`src/rtl/multi_mode_counter_pkg.sv`:
```
// Shared constants for multi_mode_counter: saturation mode encodings and the
// legal parameter ranges checked at elaboration.
package multi_mode_counter_pkg;

  localparam int unsigned SAT_MODE_WRAP = 0;
  localparam int unsigned SAT_MODE_HOLD = 1;

  localparam int unsigned WIDTH_MIN    = 2;
  localparam int unsigned WIDTH_MAX    = 32;
  localparam int unsigned PRESCALE_MIN = 1;
  localparam int unsigned PRESCALE_MAX = 256;

endpackage

```
`src/rtl/multi_mode_counter_prescaler.sv`:
```
// Enable-gated prescaler: tick is high on every PRESCALE-th enabled cycle,
// and constantly high when PRESCALE is 1.
module counter_prescaler
  import multi_mode_counter_pkg::*;
#(
  parameter int unsigned PRESCALE = 1
) (
  input  logic clk,
  input  logic rst,
  input  logic en,
  input  logic clr,
  output logic tick
);

  localparam int unsigned CW = (PRESCALE > 1) ? $clog2(PRESCALE) : 1;
  localparam logic [CW-1:0] LP_LAST = CW'(PRESCALE - 1);

  if (PRESCALE < PRESCALE_MIN || PRESCALE > PRESCALE_MAX) begin : g_bad_prescale
    $error("counter_prescaler: PRESCALE out of range");
  end

  logic [CW-1:0] r_cnt;
  logic [CW-1:0] w_cnt_d;
  logic          w_last;

  // With PRESCALE=1 the phase stays at 0, which is also the last phase.
  assign w_last = (r_cnt == LP_LAST);
  assign tick   = w_last;

  always_comb begin
    w_cnt_d = r_cnt;
    if (clr) begin
      w_cnt_d = '0;
    end else if (en) begin
      w_cnt_d = w_last ? '0 : r_cnt + CW'(1);
    end
  end

  always_ff @(posedge clk) begin
    if (rst) begin
      r_cnt <= '0;
    end else begin
      r_cnt <= w_cnt_d;
    end
  end

endmodule

```
`src/rtl/multi_mode_counter.sv`:
```
// Up/down modulo counter with load, prescaler, wrap/saturate mode, a wrap
// pulse and a sticky overflow flag.
module multi_mode_counter
  import multi_mode_counter_pkg::*;
#(
  parameter int unsigned     WIDTH    = 4,
  parameter longint unsigned MOD_MAX  = (64'd1 << WIDTH) - 64'd1,
  parameter int unsigned     PRESCALE = 1,
  parameter int unsigned     SATURATE = SAT_MODE_WRAP
) (
  input  logic             clk,
  input  logic             rst,
  input  logic             en,
  input  logic             up_dn,
  input  logic             load,
  input  logic [WIDTH-1:0] load_val,
  input  logic             clr_ovf,
  output logic [WIDTH-1:0] count,
  output logic             tc,
  output logic             wrap,
  output logic             ovf
);

  if (WIDTH < WIDTH_MIN || WIDTH > WIDTH_MAX) begin : g_bad_width
    $error("multi_mode_counter: WIDTH out of range");
  end
  if (MOD_MAX < 64'd1 || MOD_MAX > ((64'd1 << WIDTH) - 64'd1)) begin : g_bad_mod_max
    $error("multi_mode_counter: MOD_MAX out of range");
  end
  if (SATURATE != SAT_MODE_WRAP && SATURATE != SAT_MODE_HOLD) begin : g_bad_saturate
    $error("multi_mode_counter: SATURATE must be 0 or 1");
  end

  localparam logic [WIDTH-1:0] LP_MAX  = WIDTH'(MOD_MAX);
  localparam bit               LP_HOLD = (SATURATE == SAT_MODE_HOLD);

  logic [WIDTH-1:0] r_count;
  logic             r_wrap;
  logic             r_ovf;

  logic [WIDTH-1:0] w_count_d;
  logic             w_tick;
  logic             w_step;
  logic             w_at_max;
  logic             w_at_zero;
  logic             w_limit;
  logic             w_ovf_d;

  counter_prescaler #(
    .PRESCALE (PRESCALE)
  ) u_prescaler (
    .clk  (clk),
    .rst  (rst),
    .en   (en),
    .clr  (load),
    .tick (w_tick)
  );

  assign w_at_max  = (r_count == LP_MAX);
  assign w_at_zero = (r_count == '0);
  assign w_step    = en & ~load & w_tick;
  // Limit is decided on the current count, before any increment/decrement.
  assign w_limit   = w_step & (up_dn ? w_at_max : w_at_zero);

  always_comb begin
    w_count_d = r_count;
    if (load) begin
      w_count_d = (load_val > LP_MAX) ? LP_MAX : load_val;
    end else if (w_step) begin
      if (up_dn) begin
        if (w_at_max) w_count_d = LP_HOLD ? LP_MAX : '0;
        else          w_count_d = r_count + WIDTH'(1);
      end else begin
        if (w_at_zero) w_count_d = LP_HOLD ? '0 : LP_MAX;
        else           w_count_d = r_count - WIDTH'(1);
      end
    end
  end

  always_comb begin
    w_ovf_d = r_ovf;
    if (w_limit)      w_ovf_d = 1'b1;
    else if (clr_ovf) w_ovf_d = 1'b0;
  end

  always_ff @(posedge clk) begin
    if (rst) begin
      r_count <= '0;
      r_wrap  <= 1'b0;
      r_ovf   <= 1'b0;
    end else begin
      r_count <= w_count_d;
      r_wrap  <= w_limit;
      r_ovf   <= w_ovf_d;
    end
  end

  assign count = r_count;
  assign wrap  = r_wrap;
  assign ovf   = r_ovf;
  assign tc    = up_dn ? w_at_max : w_at_zero;

endmodule

```
`config.mk`:
```
export PLATFORM = sky130hd
export DESIGN_NAME = multi_mode_counter
export DESIGN_NICKNAME = d
export VERILOG_FILES = /design/src/rtl/multi_mode_counter_pkg.sv /design/src/rtl/multi_mode_counter_prescaler.sv /design/src/rtl/multi_mode_counter.sv
export SDC_FILE = /design/constraint.sdc
export NUM_CORES = 1
export LEC_CHECK = 0
export BUFFER_PORTS_ARGS = -buffer_cell sky130_fd_sc_hd__buf_2
export CORE_AREA = 2 2 39 41
export CTS_CLUSTER_DIAMETER = 80
export DETAILED_ROUTE_END_ITERATION = 12
export DIE_AREA = 0 0 41 43
export PLACE_DENSITY = 0.6
export SLEW_MARGIN = 20
export SYNTH_ARGS = -nofsm -noshare
export SYNTH_HDL_FRONTEND = slang
export SYNTH_SLANG_ARGS = --single-unit
```
`constraint.sdc`:
```
create_clock -name clk -period 4.3 [get_ports clk]
set_input_delay 0.43 -clock clk [delete_from_list [all_inputs] [get_ports clk]]
set_output_delay 0.43 -clock clk [all_outputs]
set_load 0.005 [all_outputs]
```
---- Word level (Yosys, flattened, before mapping) ----
Index checks and enable logic that the tools add are counted.
operators by class
  equal/unequal tests ..................... 1
  magnitude comparators ................... 1
  $add $sub $neg .......................... 3
  reductions and logical operators ........ 4
  mux-type cells .......................... 10
  bitwise logic cells ..................... 5
operator list
  kind                   number
  $mux W4                6
  $add A4 B1 Y4 const B  1
  $eq A4 B4 Y1 const B   1
  $gt A4 B4 Y1 const B   1
  $logic_not A4 Y1       1
  $mux W1                4
  $reduce_bool A2 Y1     2
  $sub A4 B1 Y4 const B  1
  $and A1 B1 Y1          3
  $not A1 Y1             2
  $reduce_or A2 Y1       1
  $add A1 B1 Y1 const B  1
storage, ports and cells
  word-level logic and storage cells ...... 28
  output and inout bits ................... 7
  bits of input ports ..................... 10
  register bits after elaboration ......... 7

---- Logic depth before layout (Yosys ltp) ----
Gate-level depths: netlist of the first run.
  depth after elaboration ................. 5
  mapped depth ............................ 6
  depth with buffers taken out ............ 6

---- By module ----
A second synthesis of the first run with hierarchy kept.
second synthesis, totals
  cell total of the unflattened synthesis .. 47
  area total of the unflattened synthesis .. 396.6 um^2
modules (own cells, without submodules)
  module              cells each  instances  sequential area each (um^2)  area an instance (um^2)
  multi_mode_counter  45          1          120.1                        385.4
  counter_prescaler   2           1          0.0                          11.3

---- Worst setup path after synthesis of the first run ----
Ideal clock, no wire load.
  path kind ............................... register -> output
  from .................................... register r_count[0], in the netlist count[0]
  to ...................................... output port tc
  arrival time ............................ 1.121 ns
  buffers on the path ..................... 0
  cell stages (with the launch flop) ...... 5
  required time ........................... 3.870 ns
  setup slack ............................. 2.749 ns
  cells stage by stage .................... dfxtp_1 > inv_2 > ha_1 > or3b_1 > o21ai_1
between the ends
  longest elaborated chain between the ends .. 2
  elaborated cells between the ends (all ways) .. 3
  classes of those cells .................. eq/ne (1); mux (1); reduce/logical (1)
ends and longest elaborated chain
  item                                                     RTL line                                            RTL
  start, declared                                          multi_mode_counter.sv:37                            logic [WIDTH-1:0] r_count;
  start signal, assigned                                   multi_mode_counter.sv:92                            r_count <= w_count_d;
  $eq A4 B4 Y1 / $logic_not A4 Y1 (equally long branches)  multi_mode_counter.sv:59, multi_mode_counter.sv:60
  $mux W1 *                                                multi_mode_counter.sv:101                           assign tc = up_dn ? w_at_max : w_at_zero;
  end, declared                                            multi_mode_counter.sv:19                            output logic tc,
Every way passes the cells marked *; elsewhere a longest branch is shown, timed or not.

---- Worst setup path after layout of the first run ----
Same ends and word-level chain as after synthesis.

==> impl_metrics.env, run 1 <==
export IMPL_wl_per_cell_um=10.6
export IMPL_clk_pin_slew_ps=50
export IMPL_crit_required_ps=3870
export IMPL_synth_yosys_seq_area_share_pct=31.1
export IMPL_gp_congestion=0.808
export IMPL_design_die_area_sq_um=1760
export IMPL_chipWidth_um=41
export IMPL_n_antenna_cell=0
export IMPL_power_density_nw_per_um2=303
export IMPL_multi_input_area_sq_um=248
export IMPL_io_pins=17
export IMPL_drive_above_1_share_pct=31.8
export IMPL_grt_use_total_pct=12.6
export IMPL_crit_arrival_ps=1540
export IMPL_regArea_sq_um=120
export IMPL_startpoint="count[0]"
export IMPL_nNetsFinal=80
export IMPL_status="finished clean"
export IMPL_crit_path_end_kind="primary output"
export IMPL_start_util_pct=27.9
export IMPL_reg2reg_slack_ps=2790
export IMPL_worst_r2r_endpoint="count[0]"
export IMPL_slew_headroom_pct=80.5
export IMPL_cap_violations=0
export IMPL_grt_pass1_vias=356
export IMPL_grt_ovfl_total=0
export IMPL_stdcell_count=82
export IMPL_place_inst=79
export IMPL_post_cts_setup_buffers=0
export IMPL_async_flop_share_pct=0
export IMPL_fin_tns_setup_ps=0
export IMPL_r2r_start="count[0]"
export IMPL_io_buffers=16
export IMPL_drt_iter0_markers=9
export IMPL_final_common_cell="buf_2"
export IMPL_synthFlopType="dfxtp_1"
export IMPL_cts_tree="yes"
export IMPL_syn_nets=59
export IMPL_final_cell_mix="16 x buf_2, 6 x a21oi_1, 6 x dfxtp_1"
export IMPL_numCtsBuffers=3
export IMPL_utilization_pct=36.8
export IMPL_post_route_min_period_ps=1970
export IMPL_vias_per_cell=4.91
export IMPL_core_rowCount=14
export IMPL_synth_cells=47
export IMPL_ctsResizeCount=0
export IMPL_antenna_found_initial=0
export IMPL_first_pass_iters=4
export IMPL_worstPathMaxFanout=9
export IMPL_place_hpwl_um=672
export IMPL_leakage_nw=0.239
export IMPL_hold_violations=0
export IMPL_setup_viol=0
export IMPL_area_growth_pct=31.7
export IMPL_critPathLaunchType="flip-flop"
export IMPL_clk_latency_ps=250
export IMPL_r2r_cells=6
export IMPL_path_class="flip-flop to primary output"
export IMPL_cp_endpoint="tc"
export IMPL_final_max_slew_viol_count=0
export IMPL_hp_class="input port to flip-flop"
export IMPL_synth_area_sq_um=387
export IMPL_die_h_um=43
export IMPL_ir_drop_mv=0.209
export IMPL_postCtsHoldBufs=0
export IMPL_fillCellCount=148
export IMPL_grt_pass1_wl_um=1450
export IMPL_p_total_mw=0.154
export IMPL_ant_nets=0
export IMPL_max_slew_worst_pin_slew_ps=293
export IMPL_max_freq_ghz=0.507
export IMPL_clockBufferDepth=2
export IMPL_fin_hold_ws_ps=433
export IMPL_drt_wl_total_um=870
export IMPL_grt_max_degree=10
export IMPL_drc=0
export IMPL_cts_htree_levels=1
export IMPL_clock_sinks=6
export IMPL_synth_enable_flop_cells=0
export IMPL_yosysUniqueCellTypes=25
export IMPL_synth_warnings=0
export IMPL_synth_area_per_cell_sq_um=8.23
export IMPL_finClkSkew_ps=0.447
export IMPL_rsz0062_at_grt="false"
export IMPL_via_count=403
export IMPL_cts_root_buf="clkbuf_4"
export IMPL_period_share_pct=45.9
export IMPL_coreArea_sq_um=1380
export IMPL_ys_seq_elements=6
-- cell families (layout without fill, tap and decap cells) --
| logic type | Yosys count | after routing | share of synthesized area (%) |
|---|---|---|---|
| AND/OR/NAND/NOR | 13 | 13 | 17.5 |
| flip-flops | 6 | 6 | 31.1 |
| AO/OA/AOI/OAI | 17 | 17 | 30.1 |
| adder cells (fa/ha/maj) | 2 | 2 | 6.47 |
| buffers and inverters | 5 | 24 | 4.85 |
| XOR/XNOR | 2 | 2 | 4.53 |
| multiplexers | 2 | 2 | 5.50 |
-- worst min-delay path by stage --
stage | startpoint | to | slack (ps) | cells past startpoint
2_1_floorplan | ovf | ovf | 460 | 2
3_3_place_gp | ovf | ovf | 470 | 2
5_1_grt | rst | ovf | 440 | 2
6_report | rst | count[0] | 430 | 2
3_5_place_dp | ovf | ovf | 470 | 2
4_1_cts | load_val[0] | count[0] | 430 | 3
-- where the power goes --
part	switching, mW	internal (mW)	leakage, nW	total [mW]
Sequential	0.00580	0.0594	0.0495	0.0652
Clock	0.0215	0.0317	0.0138	0.0532
Combinational	0.0172	0.0184	0.176	0.0357
-- sequential cells by signal (all words and copies together) (netlist names) --
name   count
count      4
wrap       1
ovf        1
-- layer usage --
layer	vias up	part of all wire, %	GRT usage, %	wire (um)
met1	179	47	16.5	411
met3	2	8.0	9.42	70
met5	-	0	0	0
met2	12	44	16.6	382
li1	210	-	-	-
met4	0	0.69	2.00	6
-- worst max-delay path: stages, from the launching register on --
cell and delay, ps:
dfxtp_1 390, inv_2 80, ha_1 170, or3b_1 370, o21ai_1 160, buf_2 140
-- layout make-up --
| class | instances | share of cell area (%) |
|---|---|---|
| multi-input combinational | 36 | 48.6 |
| tap | 16 | 3.93 |
| sequential | 6 | 23.6 |
| inverter | 5 | 3.69 |
| timing repair buffer | 16 | 15.7 |
| clock buffer | 3 | 4.42 |
-- cells in the mapped netlist (2+ instances only) --
cell type / instances / area share [%]
a21oi_1: 6 / 7.8
dfxtp_1: 6 / 31
inv_1: 4 / 3.9
nor2_1: 4 / 3.9
nand2_1: 3 / 2.9
a211oi_1: 2 / 3.9
ha_1: 2 / 6.5
o21ai_1: 2 / 2.6
xnor2_1: 2 / 4.5
-- metrics by stage --
stage	instance area (sq um)	worst slack, ps
finish	509	2330
CTS	509	2320
global placement	487	2610
global route	509	2210
floorplan	387	2750
detailed placement	487	2580
Power figures use the tool's default switching activity.
==> run 2, diff against run 1 <==
--- a/config.mk
+++ b/config.mk
@@ -10,7 +10,7 @@
 export CTS_CLUSTER_DIAMETER = 80
 export DETAILED_ROUTE_END_ITERATION = 12
 export DIE_AREA = 0 0 41 43
-export PLACE_DENSITY = 0.6
+export PLACE_DENSITY = 0.62
 export SLEW_MARGIN = 20
 export SYNTH_ARGS = -nofsm -noshare
 export SYNTH_HDL_FRONTEND = slang
==> constraint.sdc (replaced) <==
create_clock -name clk -period 1.65 [get_ports clk]
set_input_delay 0.165 -clock clk [delete_from_list [all_inputs] [get_ports clk]]
set_output_delay 0.165 -clock clk [all_outputs]
set_load 0.005 [all_outputs]
==> impl_metrics.env, run 2 (synthesis results as in run 1) <==
export IMPL_max_freq_ghz=0.629
export IMPL_cts_tree="yes"
export IMPL_place_hpwl_um=698
export IMPL_crit_required_ps=1480
export IMPL_design_die_area_sq_um=1760
export IMPL_finClkSkew_ps=1.24
export IMPL_finalWorstSetupSlack_ps=60.8
export IMPL_startpoint="count[1]"
export IMPL_drt_iter0_markers=17
export IMPL_worst_r2r_endpoint="count[2]"
export IMPL_grt_ovfl_total=0
export IMPL_dp_slack_ps=147
export IMPL_place_inst=80
export IMPL_final_common_cell="buf_2"
export IMPL_dpl_instance_area_sq_um=494
export IMPL_drive_above_1_share_pct=42.6
export IMPL_ir_drop_mv=0.534
export IMPL_rsz0062_at_grt="false"
export IMPL_hp_class="input port to flip-flop"
export IMPL_io_pins=17
export IMPL_nNetsFinal=82
export IMPL_clk_latency_ps=240
export IMPL_drt_wl_total_um=965
export IMPL_post_route_min_period_ps=1590
export IMPL_via_count=416
export IMPL_status="finished clean"
export IMPL_clockBufferDepth=2
export IMPL_cts_root_buf="clkbuf_4"
export IMPL_ant_nets=0
export IMPL_setup_viol=0
export IMPL_worstPathMaxFanout=3
export IMPL_cap_violations=0
export IMPL_crit_chain="inv_2 > ha_4 > or3b_4 > o21ai_2 > buf_2"
export IMPL_crit_arrival_ps=1420
export IMPL_die_h_um=43
export IMPL_chipWidth_um=41
export IMPL_r2r_cells=6
export IMPL_slowest_stage="or3b_4"
export IMPL_n_antenna_cell=0
export IMPL_cts_htree_levels=1
export IMPL_crit_path_end_kind="primary output"
export IMPL_crit_buf_inv=2
export IMPL_grt_max_degree=10
export IMPL_numCtsBuffers=3
export IMPL_max_slew_worst_pin_slew_ps=281
export IMPL_path_class="flip-flop to primary output"
export IMPL_fin_tns_setup_ps=0
export IMPL_crit_family="simple AND/OR/NAND/NOR gates"
export IMPL_io_buffers=16
export IMPL_power_density_nw_per_um2=763
export IMPL_critPathLaunchType="flip-flop"
export IMPL_largest_reg_flops=4
export IMPL_drc=0
export IMPL_antenna_found_initial=0
export IMPL_hold_violations=0
export IMPL_leakage_nw=0.253
export IMPL_wl_per_cell_um=11.5
export IMPL_utilization_pct=39.6
export IMPL_postCtsHoldBufs=0
export IMPL_area_growth_pct=41.7
export IMPL_grt_use_total_pct=13.3
export IMPL_r2r_start="count[1]"
export IMPL_period_share_pct=96.3
export IMPL_final_max_slew_viol_count=0
export IMPL_stdcell_count=84
export IMPL_max_stage_delay_ps=380
export IMPL_clock_sinks=6
export IMPL_clk_pin_slew_ps=40
export IMPL_grt_pass1_vias=366
export IMPL_worst_path_stages=5
export IMPL_fin_hold_ws_ps=163
export IMPL_slew_headroom_pct=81.2
export IMPL_start_util_pct=27.9
export IMPL_grt_pass1_wl_um=1530
export IMPL_cp_endpoint="tc"
export IMPL_first_pass_iters=4
export IMPL_gp_congestion=0.792
export IMPL_reg2reg_slack_ps=200
export IMPL_p_total_mw=0.418
export IMPL_core_rowCount=14
export IMPL_final_area_sq_um=548
export IMPL_final_cell_mix="16 x buf_2, 6 x a21oi_1, 4 x nor2_1, 4 x dfxtp_1"
export IMPL_coreArea_sq_um=1380
export IMPL_vias_per_cell=4.95
-- run 2: cell type report --
class / instances / area [sq um]
timing repair buffer: 18 / 95.1
tap: 16 / 20.0
fill: 146 / 836
inverter: 5 / 18.8
multi-input combinational: 36 / 267
clock buffer: 3 / 22.5
sequential: 6 / 125
-- run 2: metal layers --
| metal | up-vias | GRT usage (%) | wire length, um |
|---|---|---|---|
| met3 | 0 | 9.42 | 65 |
| li1 | 215 | - | - |
| met4 | 0 | 2.00 | 0 |
| met5 | - | 0 | 0 |
| met1 | 191 | 17.1 | 432 |
| met2 | 10 | 18.1 | 468 |
-- run 2: power breakdown --
group	switching (mW)	internal (mW)	leakage, nW
combinational	0.0558	0.0600	0.189
sequential	0.0111	0.155	0.0504
clock	0.0535	0.0823	0.0138
total	0.120	0.298	0.253
-- run 2: how the worst min path moves through the flow --
stage                      startpoint  endpoint  slack, ps  cells after the start
after detailed placement          rst       ovf        420                      2
final                             rst  count[1]        160                      2
after floorplan                   rst  count[0]        230                      1
after global routing      load_val[0]  count[0]        170                      3
after global placement            rst       ovf        420                      2
after CTS                 load_val[0]  count[0]        160                      3
-- run 2: timing repair --
action | CTS | global route
pin swaps | 2 | 1
gates cloned | 0 | 0
setup endpoints to repair | 1 | 1
hold endpoints to repair | 0 | 0
resized for setup | 5 | 3
buffers inserted | 1 | 0
